### config.mk
export PLATFORM = sky130hd
export DESIGN_NAME = seq_divider
export DESIGN_NICKNAME = d
export VERILOG_FILES = /design/src/rtl/seq_div_pkg.sv /design/src/rtl/subtract.sv /design/src/rtl/seq_divider.sv
export SDC_FILE = /design/constraint.sdc
export NUM_CORES = 1
export LEC_CHECK = 0
export CELL_PAD_IN_SITES_DETAIL_PLACEMENT = 0
export CELL_PAD_IN_SITES_GLOBAL_PLACEMENT = 1
export CORE_MARGIN = 4
export CORE_UTILIZATION = 44
export DETAILED_ROUTE_END_ITERATION = 8
export PLACE_DENSITY_LB_ADDON = 0.1
export SYNTH_ARGS = -nofsm -noshare
export SYNTH_HDL_FRONTEND = slang
export SYNTH_SLANG_ARGS = --single-unit
### constraint.sdc
create_clock -name i_clk -period 6.05 [get_ports i_clk]
set_input_delay 1.5125 -clock i_clk [delete_from_list [all_inputs] [get_ports i_clk]]
set_output_delay 1.5125 -clock i_clk [all_outputs]
set_load 0.01 [all_outputs]
### src/rtl/seq_div_pkg.sv
// Shared types and sizing helpers for the sequential divider.
package seq_div_pkg;

  typedef enum logic [1:0] {
    StIdle,
    StCalc,
    StDone
  } state_e;

  // Counter must hold the value N, so it needs $clog2(N+1) bits.
  function automatic int unsigned cnt_width(input int unsigned n);
    return $clog2(n + 1);
  endfunction

endpackage

### src/rtl/subtract.sv
// N-bit subtractor with borrow-in; o_carry is the borrow out of the MSB.
module subtract #(
  parameter int unsigned N = 8
) (
  input  logic [N-1:0] i_a,
  input  logic [N-1:0] i_b,
  input  logic         i_carry,
  output logic [N-1:0] o_diff,
  output logic         o_carry
);

  logic [N:0] full;

  assign full    = {1'b0, i_a} - {1'b0, i_b} - {{N{1'b0}}, i_carry};
  assign o_diff  = full[N-1:0];
  assign o_carry = full[N];

endmodule

### src/rtl/seq_divider.sv
// Unsigned restoring divider: one quotient bit per CALC cycle, fixed latency of N
// cycles (1 cycle for a zero divisor), results held until the next completion.
module seq_divider
  import seq_div_pkg::*;
#(
  parameter int unsigned N = 8
) (
  input  logic         i_clk,
  input  logic         i_rst,
  input  logic         i_start,
  input  logic [N-1:0] i_dividend,
  input  logic [N-1:0] i_divisor,
  output logic         o_busy,
  output logic         o_done,
  output logic [N-1:0] o_quotient,
  output logic [N-1:0] o_remainder,
  output logic         o_div_zero
);

  localparam int unsigned CntW = cnt_width(N);

  state_e          state_q, state_d;
  logic [CntW-1:0] cnt_q, cnt_d;
  logic [N-1:0]    rem_q, rem_d;
  logic [N-1:0]    quo_q, quo_d;
  logic [N-1:0]    div_q, div_d;
  logic            zero_pend_q, zero_pend_d;
  logic            busy_q, busy_d;
  logic            done_q, done_d;
  logic            dz_q, dz_d;
  logic [N-1:0]    q_out_q, q_out_d;
  logic [N-1:0]    r_out_q, r_out_d;

  logic [N:0] shifted;
  logic [N:0] divisor_ext;
  logic [N:0] trial;
  logic       borrow;

  assign shifted     = {rem_q, quo_q[N-1]};
  assign divisor_ext = {1'b0, div_q};

  subtract #(
    .N(N + 1)
  ) u_sub (
    .i_a    (shifted),
    .i_b    (divisor_ext),
    .i_carry(1'b0),
    .o_diff (trial),
    .o_carry(borrow)
  );

  always_comb begin
    state_d     = state_q;
    cnt_d       = cnt_q;
    rem_d       = rem_q;
    quo_d       = quo_q;
    div_d       = div_q;
    zero_pend_d = zero_pend_q;
    busy_d      = busy_q;
    done_d      = 1'b0;
    dz_d        = dz_q;
    q_out_d     = q_out_q;
    r_out_d     = r_out_q;

    case (state_q)
      StIdle: begin
        if (zero_pend_q) begin
          // Zero divisor waits one cycle in IDLE so o_done lands one edge after start.
          zero_pend_d = 1'b0;
          state_d     = StDone;
          done_d      = 1'b1;
          dz_d        = 1'b1;
          q_out_d     = '1;
          r_out_d     = quo_q;
        end else if (i_start) begin
          div_d = i_divisor;
          quo_d = i_dividend;
          rem_d = '0;
          cnt_d = CntW'(N);
          if (i_divisor == '0) begin
            zero_pend_d = 1'b1;
          end else begin
            state_d = StCalc;
            busy_d  = 1'b1;
          end
        end
      end
      StCalc: begin
        rem_d = borrow ? shifted[N-1:0] : trial[N-1:0];
        quo_d = {quo_q[N-2:0], ~borrow};
        cnt_d = cnt_q - CntW'(1);
        if (cnt_q == CntW'(1)) begin
          state_d = StDone;
          busy_d  = 1'b0;
          done_d  = 1'b1;
          dz_d    = 1'b0;
          q_out_d = quo_d;
          r_out_d = rem_d;
        end
      end
      StDone: begin
        state_d = StIdle;
      end
      default: begin
        state_d = StIdle;
      end
    endcase
  end

  always_ff @(posedge i_clk or posedge i_rst) begin
    if (i_rst) begin
      state_q     <= StIdle;
      cnt_q       <= '0;
      rem_q       <= '0;
      quo_q       <= '0;
      div_q       <= '0;
      zero_pend_q <= 1'b0;
      busy_q      <= 1'b0;
      done_q      <= 1'b0;
      dz_q        <= 1'b0;
      q_out_q     <= '0;
      r_out_q     <= '0;
    end else begin
      state_q     <= state_d;
      cnt_q       <= cnt_d;
      rem_q       <= rem_d;
      quo_q       <= quo_d;
      div_q       <= div_d;
      zero_pend_q <= zero_pend_d;
      busy_q      <= busy_d;
      done_q      <= done_d;
      dz_q        <= dz_d;
      q_out_q     <= q_out_d;
      r_out_q     <= r_out_d;
    end
  end

  assign o_busy      = busy_q;
  assign o_done      = done_q;
  assign o_quotient  = q_out_q;
  assign o_remainder = r_out_q;
  assign o_div_zero  = dz_q;

endmodule

# Yosys cells after proc, flatten, opt, wreduce, memory -nomap -nowiden
# Cells that the tools add are included.
# word_totals
elab_cells	66
reg_bits	50
in_bits	19
# classes
muxes	34
eq_ne	9
addsub	2
reduce_logical	8
bitwise	2
# ops
op	count
2-to-1 mux 8 bit	9
one-hot mux 8 bit (2 select lines)	4
AND reduction 3 bit	4
2-to-1 mux 1 bit	10
!= test 2 bit, second input constant	5
subtractor 9 x 8 -> 10 bit	1
logical NOT 8 bit	1
2-to-1 mux 2 bit	4
2-to-1 mux 4 bit	2
one-hot mux 4 bit (2 select lines)	1
!= test 3 bit, second input constant	2
one-hot mux 1 bit (2 select lines)	3
AND reduction 5 bit	1
== test 4 x 1 -> 1 bit, second input constant	1
one-hot mux 2 bit (2 select lines)	1
subtractor 4 x 1 -> 4 bit, second input constant	1
== test 2 x 1 -> 1 bit, second input constant	1
logical NOT 2 bit	1
NOT 1 bit	2
nonzero test 2 bit	1

# Longest topological paths before layout
# logic_depth
ltp_word	5
depth_mapped	9
ltp_nobuf	9

# By module
# From an unflattened synthesis, not the netlist that was laid out.
# hier_totals
cells_unflattened	298
hier_area_um2	2829.0
# by_module_without_submodules
module	instances	area_per_inst_um2	cells_each
seq_divider	1	2259.7	219
subtract	1	569.3	79

# Worst setup path before layout
# No wires, ideal clock.
# synth_timing
path_kind	in2reg
startpoint	input i_start
endpoint	register quo_q[5]
path_buffers	1
setup_ns	0.082
path_stages	5
path_slack_ns	3.574
arrival_ns	2.394
cell_sequence	nand2b_1 nor3_2 clkbuf_1 nand2_1 a31oi_1
# synth_via
elab_chain_len	2
# synth_lines
item	line_no	rtl
start, declared	seq_divider.sv:10	input logic i_start,
!= test 2 bit (no source line)	--	
AND reduction 3 bit (no source line)	--	
end signal, assigned	seq_divider.sv:127	quo_q <= quo_d;
end, declared	seq_divider.sv:25	logic [N-1:0] quo_q, quo_d;
# Every way passes these cells.
# A chain may end at the register's enable or synchronous reset.

# Worst setup path after layout
# layout_timing
startpoint	input i_start
endpoint	register rem_q[5]
# layout_via
elab_chain_len	2
# layout_lines
item	line_no	rtl
!= test 2 bit (no source line)	--	
AND reduction 3 bit (no source line)	--	
end signal, assigned	seq_divider.sv:126	rem_q <= rem_d;
end, declared	seq_divider.sv:24	logic [N-1:0] rem_q, rem_d;
# Every way passes these cells.

==> out/metrics.csv <==
metric,value,unit
drt drc,0,
setup TNS,0,ps
Pre-antenna DRT Iters,4,
Max clock buf depth,2,
crit path time final,3040,ps
CP bufs+invs,1,
Placer Congestion,0.808,
hold_sp,o_quotient[6],
Crit Path Max Fanout,20,
post-synthesis async set-or-reset flop share,100,%
overall power,1.93,mW
Switching Share,43.8,%
IO Port Bufs,37,
CTS hold repair buffers,0,
critical setup path kind,input port to register,
Post-Place Setup Slack,2680,ps
Worst Hold Class,register to register,
CTS tree,done,
outcome,finished clean,
layout cells sized above 1,4.39,%
Slew headroom,29.9,%
Initial Util,46.3,%
Row Count,27,
Worst Path Arrival,3210,ps
endpoints failing setup,0,
initial antenna violation count,0,
Die Height,85.0,um
post-synth top area cell,dfrtp_1,
skew final,11.2,ps
Root Buffer,clkbuf_8,
sequential power share,31.8,%
Ant. Diodes,0,
via count,2085,
Area Overhead vs Synth,19.5,%
Placeable Area,0.00564,sq mm
Worst Setup SP,i_start,
Max Clock Freq,0.329,GHz
crit end category,register,
Max rail drop VDD,0.000234,V
Routed wire per std cell,15.0,um
fin nets,348,
Vias per Instance,5.33,
number of global-route vias before repair,2023,
CP Launch Type,input port,
leakage power,1.37,nW
CP most frequent cell,nand2b_1,
first-pass GRT wire length,10.3,mm
Critical-path top delay cell,nand2b_1,
sequential share of the synthesized area,47.9,%
post-CTS setup buffers,0,
Pwr Density,619,mW/mm^2
H-tree depth,2,
largest cells by area after synthesis,"dfrtp_1 (48%), o21ai_0 (6.5%), nand2_1 (6.3%)",
required time of the critical path,6230,ps
fill cell count,521,
Syn Nets,317,
Die X,85.0,um
share of the synthesized area in the top cell type,47.9,%
Clk pwr share,12.2,%
worst-path cell chain,clkdlybuf4s50_1 > nand2b_1 > nand2b_1 > and3_1 > a31oi_1 > o31ai_1,
netlist area before placement,0.00261,sq mm
"Distinct cells, synth",40,
Pint,1.09,mW
Yosys Warn Count,0,
Final WS setup,3010,ps
HPWL Detailed,4.15,mm
fin crit share,50.2,%
hold slack,487,ps
CP peak stage delay,530,ps
Final Hold Vio Count,0,
"flops & latches, synth",50,
worst skew pair latency,310,ps
total detailed-routing wirelength,5.88,mm
Post-Syn Instances,287,
total track usage,17.7,%
post-layout util,55.3,%
full die area,0.00723,sq mm
area occupied by registers,0.00125,sq mm
Avg Inst Size Synth,9.10,sq um
grt ovf,0,
Final Slew Violations,0,
largest net degree at the start of global routing,51,
cell family with most CP delay,simple AND/OR/NAND/NOR gates,
Ports,38,
total CTS buffers,5,
final antenna-violating net count,0,
RSZ-0062 raised after global routing,no,
max-cap violations,0,
number of flops mapped to enable cells by yosys,0,
multi-input logic area,0.00122,sq mm
post-CTS sizing,0,
R2R Path Start,rem_q[5],
top_reg_cell synth,dfrtp_1,
sw power,0.846,mW
initial DRC count,152,
Worst-path clk slew,100,ps
Gate power share,56.0,%
Num Clock Sinks,50,
worst slew pin tran,1050,ps
-- worst reg2reg max path, cell delays in order, from the launching register on --
cell,delay (ps)
dfrtp_1,420
ha_1,510
nand4_1,200
a2111oi_4,440
or2_1,350
mux2i_1,320
o21ai_1,110
-- stage by stage --
step | cell area, sq um | cells
2_1_floorplan | 2610 | 287
3_3_place_gp | 3010 | 383
3_5_place_dp | 3010 | 383
4_1_cts | 3120 | 391
5_1_grt | 3120 | 391
6_report | 3120 | 391
-- sequential cells by signal, summed over array words and instances (netlist names), 2 cells and up --
| register | cells |
|---|---|
| div_q | 8 |
| o_quotient | 8 |
| o_remainder | 8 |
| quo_q | 8 |
| rem_q | 8 |
| cnt_q | 4 |
| state_q | 2 |
-- power groups by stage --
stage	clock network (mW)	logic, mW	registers (mW)
finish	0.237	1.08	0.614
global route	0.260	1.24	0.642
CTS	0.243	1.09	0.616
detailed placement	0	1.08	0.622
global placement	0	1.07	0.621
floorplan	0	0.788	0.609
-- metal layers --
layer | routed length (um) | track usage [%] | vias up | part of all wire (%)
met1 | 2980 | 26.7 | 980 | 51
met3 | 306 | 4.56 | 4 | 5.2
met2 | 2550 | 25.3 | 41 | 43
met4 | 47 | 4.32 | 0 | 0.80
met5 | 0 | 0 | - | 0
li1 | - | - | 1060 | -
-- logic make-up (layout without fill, tap and decap cells) --
group / Yosys count / count (layout) / share of synthesized area (%)
flops: 50 / 50 / 47.9
xor+xnor: 6 / 6 / 2.01
mux: 4 / 4 / 1.53
compound gates: 83 / 83 / 19.7
fa+ha+maj: 11 / 11 / 5.56
buf+inv: 32 / 64 / 5.32
simple gates: 101 / 101 / 17.9
-- worst paths after layout --
check | end | slack, ps | cells after the start
setup / recovery | rem_q[5] | 3010 | 6
hold / removal | o_quotient[6] | 490 | 2
setup reg to reg | o_remainder[1] | 3600 | 6
hold reg to reg | o_quotient[6] | 490 | 2
max in group asynchronous | quo_q[0] | 3630 | 2
min in group asynchronous | div_q[6] | 1770 | 2
-- cells in the final DEF (no fill, tap or decap), drive strengths merged, types with 2 or more instances in the layout --
cell            n
o31ai           2
nand2b          5
and3            2
nor2           21
and2            2
mux2i           4
a22oi           4
nand3          11
nor3b           3
a21o            3
a21oi          11
inv            17
xnor2           3
xor2            3
nor2b           5
buf             2
o221ai          3
nor4            3
a211oi          3
o21ai          42
nand2          44
clkdlybuf4s50  37
dfrtp          50
a31oi          11
ha             10
clkbuf          6
-- synth_stat cells, types with 3 or more instances --
cell type   n
a21o_1      3
o221ai_1    3
nand3_1    11
a31oi_1    11
a211oi_1    3
ha_1       10
nor2b_1     5
a21oi_1    10
nor3b_1     3
a22oi_1     4
clkbuf_1    8
nor2_1     21
xor2_1      3
xnor2_1     3
o21ai_1     8
nor4_1      3
dfrtp_1    50
buf_2       3
inv_1      17
nand2b_1    5
nand2_1    44
mux2i_1     4
o21ai_0    34
-- final cells by class --
| class | count | area share, % |
|---|---|---|
| clock buffers | 6 | 2.32 |
| clock inverters | 2 | 1.20 |
| inverters | 17 | 2.04 |
| multi-input cells | 205 | 39.1 |
| flip-flops and latches | 50 | 40.1 |
| well taps | 72 | 2.89 |
| repair buffers | 39 | 12.3 |
Note: power is estimated with default switching activity, not from simulation.
